**src/rtl/attack_pkg.sv**
```systemverilog
`default_nettype none
// ============================================================================
//  Module   : attack_pkg
//  Purpose  : Shared types for the attack sequencer: per-player phase
//             encoding, attack class encoding, controls-word bit positions
//             and the class decode helper.
//  Ports    : (package - none)
//  Revision : 1.0 - initial release
// ============================================================================
package attack_pkg;

    typedef enum logic [1:0] {
        PH_IDLE    = 2'd0,
        PH_WINDUP  = 2'd1,
        PH_ACTIVE  = 2'd2,
        PH_RECOVER = 2'd3
    } phase_e;

    typedef enum logic [1:0] {
        CLS_NONE    = 2'd0,
        CLS_JAB     = 2'd1,
        CLS_SPECIAL = 2'd2,
        CLS_SMASH   = 2'd3
    } class_e;

    // Controls word bit positions
    localparam int SMASH_HI    = 23;
    localparam int SMASH_LO    = 20;
    localparam int SPECIAL_BIT = 17;
    localparam int JAB_BIT     = 16;

    // Smash beats special beats jab when several buttons are down together.
    function automatic class_e decode_class(input logic [3:0] smash,
                                            input logic       special,
                                            input logic       jab);
        if (|smash) begin
            return CLS_SMASH;
        end else if (special) begin
            return CLS_SPECIAL;
        end else if (jab) begin
            return CLS_JAB;
        end
        return CLS_NONE;
    endfunction

endpackage : attack_pkg
`default_nettype wire

```
**src/rtl/attack_phase_fsm.sv**
```systemverilog
`default_nettype none
// ============================================================================
//  Module   : attack_phase_fsm
//  Purpose  : One player's attack phase machine IDLE->WINDUP->ACTIVE->RECOVER
//             with class decode, controls latch, phase timer and hit flag.
//  Ports    : clk_i, rst_ni      - clock, async active-low reset
//             controls_i         - raw controls word (start request)
//             hit_accept_i       - a hit for this player is being registered
//             busy_o             - phase is not IDLE
//             contender_o        - ACTIVE and no hit landed yet
//             controls_o         - controls word latched at attack start
//  Revision : 1.0 - initial release
// ============================================================================
module attack_phase_fsm
    import attack_pkg::*;
#(
    parameter int CNT_W          = 25,
    parameter int SMASH_WINDUP   = 8,
    parameter int SMASH_ACTIVE   = 16,
    parameter int SPECIAL_WINDUP = 4,
    parameter int SPECIAL_ACTIVE = 12,
    parameter int JAB_WINDUP     = 2,
    parameter int JAB_ACTIVE     = 6,
    parameter int RECOVERY       = 8
) (
    input  logic        clk_i,
    input  logic        rst_ni,
    input  logic [31:0] controls_i,
    input  logic        hit_accept_i,
    output logic        busy_o,
    output logic        contender_o,
    output logic [31:0] controls_o
);

    // A phase of length P loads P-1, so P must fit in 2**CNT_W.
    localparam longint LIMIT = longint'(1) << CNT_W;

    generate
        if (CNT_W < 1 || CNT_W > 62 ||
            SMASH_WINDUP < 1   || longint'(SMASH_WINDUP)   > LIMIT ||
            SMASH_ACTIVE < 1   || longint'(SMASH_ACTIVE)   > LIMIT ||
            SPECIAL_WINDUP < 1 || longint'(SPECIAL_WINDUP) > LIMIT ||
            SPECIAL_ACTIVE < 1 || longint'(SPECIAL_ACTIVE) > LIMIT ||
            JAB_WINDUP < 1     || longint'(JAB_WINDUP)     > LIMIT ||
            JAB_ACTIVE < 1     || longint'(JAB_ACTIVE)     > LIMIT ||
            RECOVERY < 1       || longint'(RECOVERY)       > LIMIT) begin : g_bad_params
            $error("attack_phase_fsm: phase length out of range for CNT_W");
        end
    endgenerate

    function automatic logic [CNT_W-1:0] windup_load(input class_e c);
        case (c)
            CLS_SMASH:   return CNT_W'(SMASH_WINDUP - 1);
            CLS_SPECIAL: return CNT_W'(SPECIAL_WINDUP - 1);
            default:     return CNT_W'(JAB_WINDUP - 1);
        endcase
    endfunction

    function automatic logic [CNT_W-1:0] active_load(input class_e c);
        case (c)
            CLS_SMASH:   return CNT_W'(SMASH_ACTIVE - 1);
            CLS_SPECIAL: return CNT_W'(SPECIAL_ACTIVE - 1);
            default:     return CNT_W'(JAB_ACTIVE - 1);
        endcase
    endfunction

    phase_e             phase_q,    phase_d;
    class_e             class_q,    class_d;
    logic [CNT_W-1:0]   timer_q,    timer_d;
    logic [31:0]        controls_q, controls_d;
    logic               hit_done_q, hit_done_d;
    class_e             req_class;

    assign req_class = decode_class(controls_i[SMASH_HI:SMASH_LO],
                                    controls_i[SPECIAL_BIT],
                                    controls_i[JAB_BIT]);

    always_ff @(posedge clk_i or negedge rst_ni) begin
        if (!rst_ni) begin
            phase_q    <= PH_IDLE;
            class_q    <= CLS_NONE;
            timer_q    <= '0;
            controls_q <= '0;
            hit_done_q <= 1'b0;
        end else begin
            phase_q    <= phase_d;
            class_q    <= class_d;
            timer_q    <= timer_d;
            controls_q <= controls_d;
            hit_done_q <= hit_done_d;
        end
    end

    always_comb begin
        phase_d    = phase_q;
        class_d    = class_q;
        timer_d    = timer_q;
        controls_d = controls_q;
        hit_done_d = hit_done_q;
        case (phase_q)
            PH_IDLE: begin
                if (req_class != CLS_NONE) begin
                    phase_d    = PH_WINDUP;
                    class_d    = req_class;
                    controls_d = controls_i;
                    timer_d    = windup_load(req_class);
                    hit_done_d = 1'b0;
                end
            end
            PH_WINDUP: begin
                if (timer_q == '0) begin
                    phase_d = PH_ACTIVE;
                    timer_d = active_load(class_q);
                end else begin
                    timer_d = timer_q - CNT_W'(1);
                end
            end
            PH_ACTIVE: begin
                // A hit and natural expiry in the same cycle both lead to a
                // single RECOVER entry.
                if (hit_accept_i || timer_q == '0) begin
                    phase_d    = PH_RECOVER;
                    timer_d    = CNT_W'(RECOVERY - 1);
                    hit_done_d = hit_done_q | hit_accept_i;
                end else begin
                    timer_d = timer_q - CNT_W'(1);
                end
            end
            PH_RECOVER: begin
                if (timer_q == '0) begin
                    phase_d = PH_IDLE;
                end else begin
                    timer_d = timer_q - CNT_W'(1);
                end
            end
            default: begin
                phase_d = PH_IDLE;
            end
        endcase
    end

    assign busy_o      = (phase_q != PH_IDLE);
    assign contender_o = (phase_q == PH_ACTIVE) && !hit_done_q;
    assign controls_o  = controls_q;

endmodule : attack_phase_fsm
`default_nettype wire

```
**src/rtl/attack_sequencer.sv**
```systemverilog
`default_nettype none
// ============================================================================
//  Module   : attack_sequencer
//  Purpose  : Runs both players' attack phase machines and time-shares one
//             attack coprocessor between them (round-robin when contested),
//             turning coprocessor results into per-player hit reports.
//  Ports    : clock_i, reset_ni          - clock, async active-low reset
//             controlsN_i                - player controls words
//             charNpos_i / charNsize_i   - {X,Y} position, {W,H} size
//             cop_atk_pos/size_o         - routed attacker geometry
//             cop_def_pos/size_o         - routed defender geometry
//             cop_controls_o             - attacker's latched controls
//             cop_attack_i               - coprocessor result, bit0 = hit
//             hitN_o / hitN_valid_o      - landed attack word and pulse
//             busyN_o                    - player not IDLE
//             grant_o                    - {valid, sel}
//  Revision : 1.0 - initial release
// ============================================================================
module attack_sequencer
    import attack_pkg::*;
#(
    parameter int CNT_W          = 25,
    parameter int SMASH_WINDUP   = 8,
    parameter int SMASH_ACTIVE   = 16,
    parameter int SPECIAL_WINDUP = 4,
    parameter int SPECIAL_ACTIVE = 12,
    parameter int JAB_WINDUP     = 2,
    parameter int JAB_ACTIVE     = 6,
    parameter int RECOVERY       = 8
) (
    input  logic        clock_i,
    input  logic        reset_ni,
    input  logic [31:0] controls1_i,
    input  logic [31:0] controls2_i,
    input  logic [31:0] char1pos_i,
    input  logic [31:0] char2pos_i,
    input  logic [31:0] char1size_i,
    input  logic [31:0] char2size_i,
    output logic [31:0] cop_atk_pos_o,
    output logic [31:0] cop_atk_size_o,
    output logic [31:0] cop_def_pos_o,
    output logic [31:0] cop_def_size_o,
    output logic [31:0] cop_controls_o,
    input  logic [31:0] cop_attack_i,
    output logic [31:0] hit1_o,
    output logic [31:0] hit2_o,
    output logic        hit1_valid_o,
    output logic        hit2_valid_o,
    output logic        busy1_o,
    output logic        busy2_o,
    output logic [1:0]  grant_o
);

    logic        contend1, contend2;
    logic [31:0] latched1, latched2;
    logic        accept1,  accept2;
    logic        grant_valid, grant_sel;

    logic        rr_q;
    logic        tag_valid_q, tag_sel_q;
    logic [31:0] atk_pos_q, atk_size_q, def_pos_q, def_size_q, cop_ctl_q;
    logic [31:0] hit1_q, hit2_q;
    logic        hit1_valid_q, hit2_valid_q;

    attack_phase_fsm #(
        .CNT_W(CNT_W), .SMASH_WINDUP(SMASH_WINDUP), .SMASH_ACTIVE(SMASH_ACTIVE),
        .SPECIAL_WINDUP(SPECIAL_WINDUP), .SPECIAL_ACTIVE(SPECIAL_ACTIVE),
        .JAB_WINDUP(JAB_WINDUP), .JAB_ACTIVE(JAB_ACTIVE), .RECOVERY(RECOVERY)
    ) u_fsm1 (
        .clk_i(clock_i), .rst_ni(reset_ni), .controls_i(controls1_i),
        .hit_accept_i(accept1), .busy_o(busy1_o), .contender_o(contend1),
        .controls_o(latched1)
    );

    attack_phase_fsm #(
        .CNT_W(CNT_W), .SMASH_WINDUP(SMASH_WINDUP), .SMASH_ACTIVE(SMASH_ACTIVE),
        .SPECIAL_WINDUP(SPECIAL_WINDUP), .SPECIAL_ACTIVE(SPECIAL_ACTIVE),
        .JAB_WINDUP(JAB_WINDUP), .JAB_ACTIVE(JAB_ACTIVE), .RECOVERY(RECOVERY)
    ) u_fsm2 (
        .clk_i(clock_i), .rst_ni(reset_ni), .controls_i(controls2_i),
        .hit_accept_i(accept2), .busy_o(busy2_o), .contender_o(contend2),
        .controls_o(latched2)
    );

    // sel = 0 routes player 1, sel = 1 routes player 2.
    always_comb begin
        grant_valid = contend1 | contend2;
        grant_sel   = (contend1 && contend2) ? rr_q : contend2;
    end

    // The result in flight belongs to the player granted last cycle; it only
    // counts if that player is still able to land a hit this attack.
    assign accept1 = tag_valid_q && !tag_sel_q && cop_attack_i[0] && contend1;
    assign accept2 = tag_valid_q &&  tag_sel_q && cop_attack_i[0] && contend2;

    always_ff @(posedge clock_i or negedge reset_ni) begin
        if (!reset_ni) begin
            rr_q         <= 1'b0;
            tag_valid_q  <= 1'b0;
            tag_sel_q    <= 1'b0;
            atk_pos_q    <= '0;
            atk_size_q   <= '0;
            def_pos_q    <= '0;
            def_size_q   <= '0;
            cop_ctl_q    <= '0;
            hit1_q       <= '0;
            hit2_q       <= '0;
            hit1_valid_q <= 1'b0;
            hit2_valid_q <= 1'b0;
        end else begin
            if (grant_valid) begin
                atk_pos_q  <= grant_sel ? char2pos_i  : char1pos_i;
                atk_size_q <= grant_sel ? char2size_i : char1size_i;
                def_pos_q  <= grant_sel ? char1pos_i  : char2pos_i;
                def_size_q <= grant_sel ? char1size_i : char2size_i;
                cop_ctl_q  <= grant_sel ? latched2    : latched1;
            end
            if (contend1 && contend2) begin
                rr_q <= ~rr_q;
            end
            tag_valid_q  <= grant_valid;
            tag_sel_q    <= grant_sel;
            hit1_valid_q <= accept1;
            hit2_valid_q <= accept2;
            if (accept1) begin
                hit1_q <= cop_attack_i;
            end
            if (accept2) begin
                hit2_q <= cop_attack_i;
            end
        end
    end

    assign grant_o        = {grant_valid, grant_sel};
    assign cop_atk_pos_o  = atk_pos_q;
    assign cop_atk_size_o = atk_size_q;
    assign cop_def_pos_o  = def_pos_q;
    assign cop_def_size_o = def_size_q;
    assign cop_controls_o = cop_ctl_q;
    assign hit1_o         = hit1_q;
    assign hit2_o         = hit2_q;
    assign hit1_valid_o   = hit1_valid_q;
    assign hit2_valid_o   = hit2_valid_q;

endmodule : attack_sequencer
`default_nettype wire

```
**config.mk**
```make
export PLATFORM = sky130hd
export DESIGN_NAME = attack_sequencer
export DESIGN_NICKNAME = d
export VERILOG_FILES = /design/src/rtl/attack_pkg.sv /design/src/rtl/attack_phase_fsm.sv /design/src/rtl/attack_sequencer.sv
export SDC_FILE = /design/constraint.sdc
export NUM_CORES = 1
export LEC_CHECK = 0
export ABC_AREA = 0
export BUFFER_PORTS_ARGS = -buffer_cell sky130_fd_sc_hd__buf_2
export CORE_AREA = 3 3 179 181
export CTS_BUF_LIST = sky130_fd_sc_hd__clkbuf_16
export CTS_CLUSTER_SIZE = 40
export DETAILED_ROUTE_END_ITERATION = 6
export DIE_AREA = 0 0 182 184
export GPL_TIMING_DRIVEN = 1
export MAX_ROUTING_LAYER = met4
export PLACE_DENSITY = 0.87
export SKIP_LAST_GASP = 1
export SLEW_MARGIN = 20
export SYNTH_ARGS = -nofsm -noshare
export SYNTH_HDL_FRONTEND = slang
export SYNTH_SLANG_ARGS = --single-unit
```
**constraint.sdc**
```tcl
create_clock -name clock_i -period 7.4 [get_ports clock_i]
set_input_delay 0.37 -clock clock_i [delete_from_list [all_inputs] [get_ports clock_i]]
set_output_delay 0.37 -clock clock_i [all_outputs]
set_load 0.02 [all_outputs]
```
==> summary.md <==
| Metric | Value |
|---|---|
| Endpoints failing hold | 0 |
| CTS Hold Bufs | 1 |
| Worst Setup Start Kind | flop |
| Residual DRC count | 0 |
| Gr ovfl total | 0 |
| Setup TNS | 0 ns |
| M1 WL | 18000 µm |
| Top Family by Delay on Critical Path | buffers and inverters |
| Power Density | 546 mW/mm² |
| Vias in the first global route | 13600 |
| IO Port Bufs | 455 |
| Worst path buffer plus inverter count | 3 |
| CTS max path bufs | 3 |
| Critical Path RT | 7.82 ns |
| Mapped Cells | 1618 |
| Synth Flop Type | dfrtp_1 |
| Commonest non-fill, non-tap cell in the layout | buf_2 |
| H-tree Lvls | 2 |
| Worst-Margin Slew | 1.15 ns |
| Area contributors post-synth | dfrtp_1, nand2_1, mux2_2 |
| Post-synth ARST share | 1.00 |
| Die height | 184 µm |
| Most frequent cells in the layout | buf_2, nand2_1, dfrtp_1, nor2_1, a31oi_1 |
| Yosys cell types | 57 |
| Syn avg cell area | 9.72 µm² |
| Clock transition at the registers of the reported paths | 0.06 ns |
| DIE AREA | 0.0335 mm² |
| Dpl hpwl | 32900 µm |
| Total number of yosys warnings | 0 |
| Max stage delay cell, worst path | buf_4 |
| Antenna violations before repair | 6 |
| Post-Route WL | 47300 µm |
| Fin crit share | 0.458 |
| Util after Layout | 0.639 |
| Post-synthesis net count | 1856 |
| 1st-pass router iterations | 5 |
| Crit path time final | 3.39 ns |
| Crit-path most repeated cell | buf_4 |
| Layout area overhead | 24.3% |
| Critical-path cell list | inv_1 > ha_1 > nand2b_1 > o21bai_4 > buf_4 > buf_4 > nand2_1 > a31oi_1 |
| DR WL/cell | 19.3 µm |
| Clock latency on the worst-skew pair | 0.52 ns |
| Max Slew Vio Count | 0 |
| Slowest stage delay, CP | 0.86 ns |
| Share of layout cells above drive strength 1 | 0.322 |
| Outcome | finished, final reports clean |
| Largest net degree at the start of global routing | 119 |
| Top Metal Used | met4 |
| Clock skew | 0.0131 ns |
| Number of synthesized register bits | 353 |
| Clock tree from TritonCTS | yes |
| HP Class | primary input to flop |
| Top Ports | 456 |
| RSZ-0062 raised after global routing | no |
| CTS Sinks | 353 |
| Post-synthesis cell area | 0.0157 mm² |
| LEAKAGE | 9.36 nW |
| Vias | 13900 |
| Post-CTS Setup Inserts | 0 |
| Post-CTS Resized | 0 |
| Top-area cell type share of the netlist area | 0.562 |
| Cts bufs inserted | 39 |
| 1st-iter DRT viols | 1235 |
| VDD IR max | 0.334 mV |
| Number of flops mapped to enable cells by yosys | 0 |
| Area leader, netlist | dfrtp_1 |
| Max cap viols | 0 |
| Met3 WL | 4140 µm |
| Cell Rows | 64 |
| Post-DR vias/cell | 5.65 |
| Finish-stage setup viols | 0 |
| Peak Freq | 295 MHz |
| CP arrival | 3.81 ns |
| Met2 WL | 23000 µm |
| Slew headroom | 0.230 |
| Core region area | 0.0306 mm² |
| Gr usage total | 0.280 |
| First-pass GRT wire length | 73100 µm |
| Worst-path maximum fanout | 97 |
| Clock root cell | clkbuf_16 |
| CP Capture Type | flop |
| Initial Util | 0.514 |
| Gp weighted congestion | 0.914 |
| Register area share after synthesis | 0.562 |
| Final net count | 2262 |
| Setup CP Type | flop to flop |
| Final ANT Viol Nets | 0 |
| Die width | 182 µm |
cell type report:
cell class              instances  area [µm²]
repair buffers                468        2390
well taps                     396         495
clock inverters                30         274
clock buffers                  40        1000
inverters                      21        81.3
diodes                          6        15.0
flip-flops and latches        353        8830
multi-input cells            1141        6450
fillers                      2393       11000
worst register-to-register path, cell delays in order (launching register included):
cell and delay [ns]:
dfrtp_1 0.42, inv_1 0.10, ha_1 0.30, nand2b_1 0.23
o21bai_4 0.20, buf_4 0.63, buf_4 0.89, nand2_1 0.28
a31oi_1 0.25
sequential cells by signal, summed over array words and instances (netlist names), 25 cells and up:
name	cells
hit2_o	32
cop_atk_pos_o	32
cop_def_size_o	32
hit1_o	32
cop_controls_o	32
u_fsm1.timer_q	25
cop_atk_size_o	32
u_fsm1.controls_o	32
u_fsm2.controls_o	32
u_fsm2.timer_q	25
cop_def_pos_o	32
through the flow:
| stage | std cells | worst slack, ns | area [µm²] | power (mW) | hold slack, ns |
|---|---|---|---|---|---|
| 3_3_place_gp | 2378 | 4.26 | 18200 | 8.48 | 0.448 |
| 3_5_place_dp | 2378 | 4.17 | 18200 | 8.71 | 0.450 |
| 6_report | 2455 | 4.01 | 19500 | 10.7 | 0.0777 |
| 4_1_cts | 2449 | 4.08 | 19500 | 10.7 | 0.0527 |
| 5_1_grt | 2455 | 3.81 | 19500 | 11.4 | 0.0637 |
| 2_1_floorplan | 1618 | 4.85 | 15700 | 7.10 | 0.0744 |
routing by layer:
metal / vias to the layer above / track usage
met4: 0 / 0.128
li1: 6406 / -
met3: 115 / 0.0600
met1: 6690 / 0.341
met5: - / -
met2: 654 / 0.450
report_power, final:
group	switching (mW)	internal, mW
Sequential	0.584	2.88
Clock	0.778	1.16
Combinational	3.43	1.84
cells in the mapped netlist (2+ instances only):
cell,n
a21oi_1,41
a22o_1,4
a22oi_1,2
a31oi_1,173
a32o_1,3
a32oi_1,2
and2_1,3
buf_1,4
buf_2,4
buf_4,5
clkbuf_1,89
dfrtp_1,353
ha_1,12
inv_1,20
mux2_2,118
nand2_1,382
nand2b_1,10
nand3_1,28
nand4_1,2
nand4b_1,3
nor2_1,202
nor2b_1,2
nor3_1,30
nor3_4,2
nor3b_1,2
nor4_1,12
nor4b_1,3
o211a_1,2
o211ai_1,6
o21a_1,2
o21ai_0,21
o21ai_1,3
o21bai_1,2
o311ai_0,2
o31ai_1,3
o41ai_1,2
or2_2,8
or3_1,15
or4_1,11
xnor2_1,2
xor2_1,12
final timing paths:
kind	from	endpoint	slack, ns	cells past startpoint
setup / recovery	u_fsm1.phase_q[0]	cop_atk_pos_o[9]	4.01	8
hold / removal	controls1_i[25]	u_fsm1.controls_o[25]	0.08	2
setup reg to reg	u_fsm1.phase_q[0]	cop_atk_pos_o[9]	4.01	8
hold reg to reg	u_fsm1.controls_o[23]	u_fsm1.controls_o[23]	0.47	2
max in group asynchronous	reset_ni	u_fsm2.controls_o[10]	5.41	3
min in group asynchronous	reset_ni	hit1_o[25]	0.49	2
kinds of logic after synthesis:
group,count (synthesis),synth area share
simple gates,721,0.194
flops,353,0.562
compound gates,276,0.111
buf+inv,124,0.0316
mux,118,0.0845
xor+xnor,14,0.00780
fa+ha+maj,12,0.00955
(Power assumes the default switching activity.)
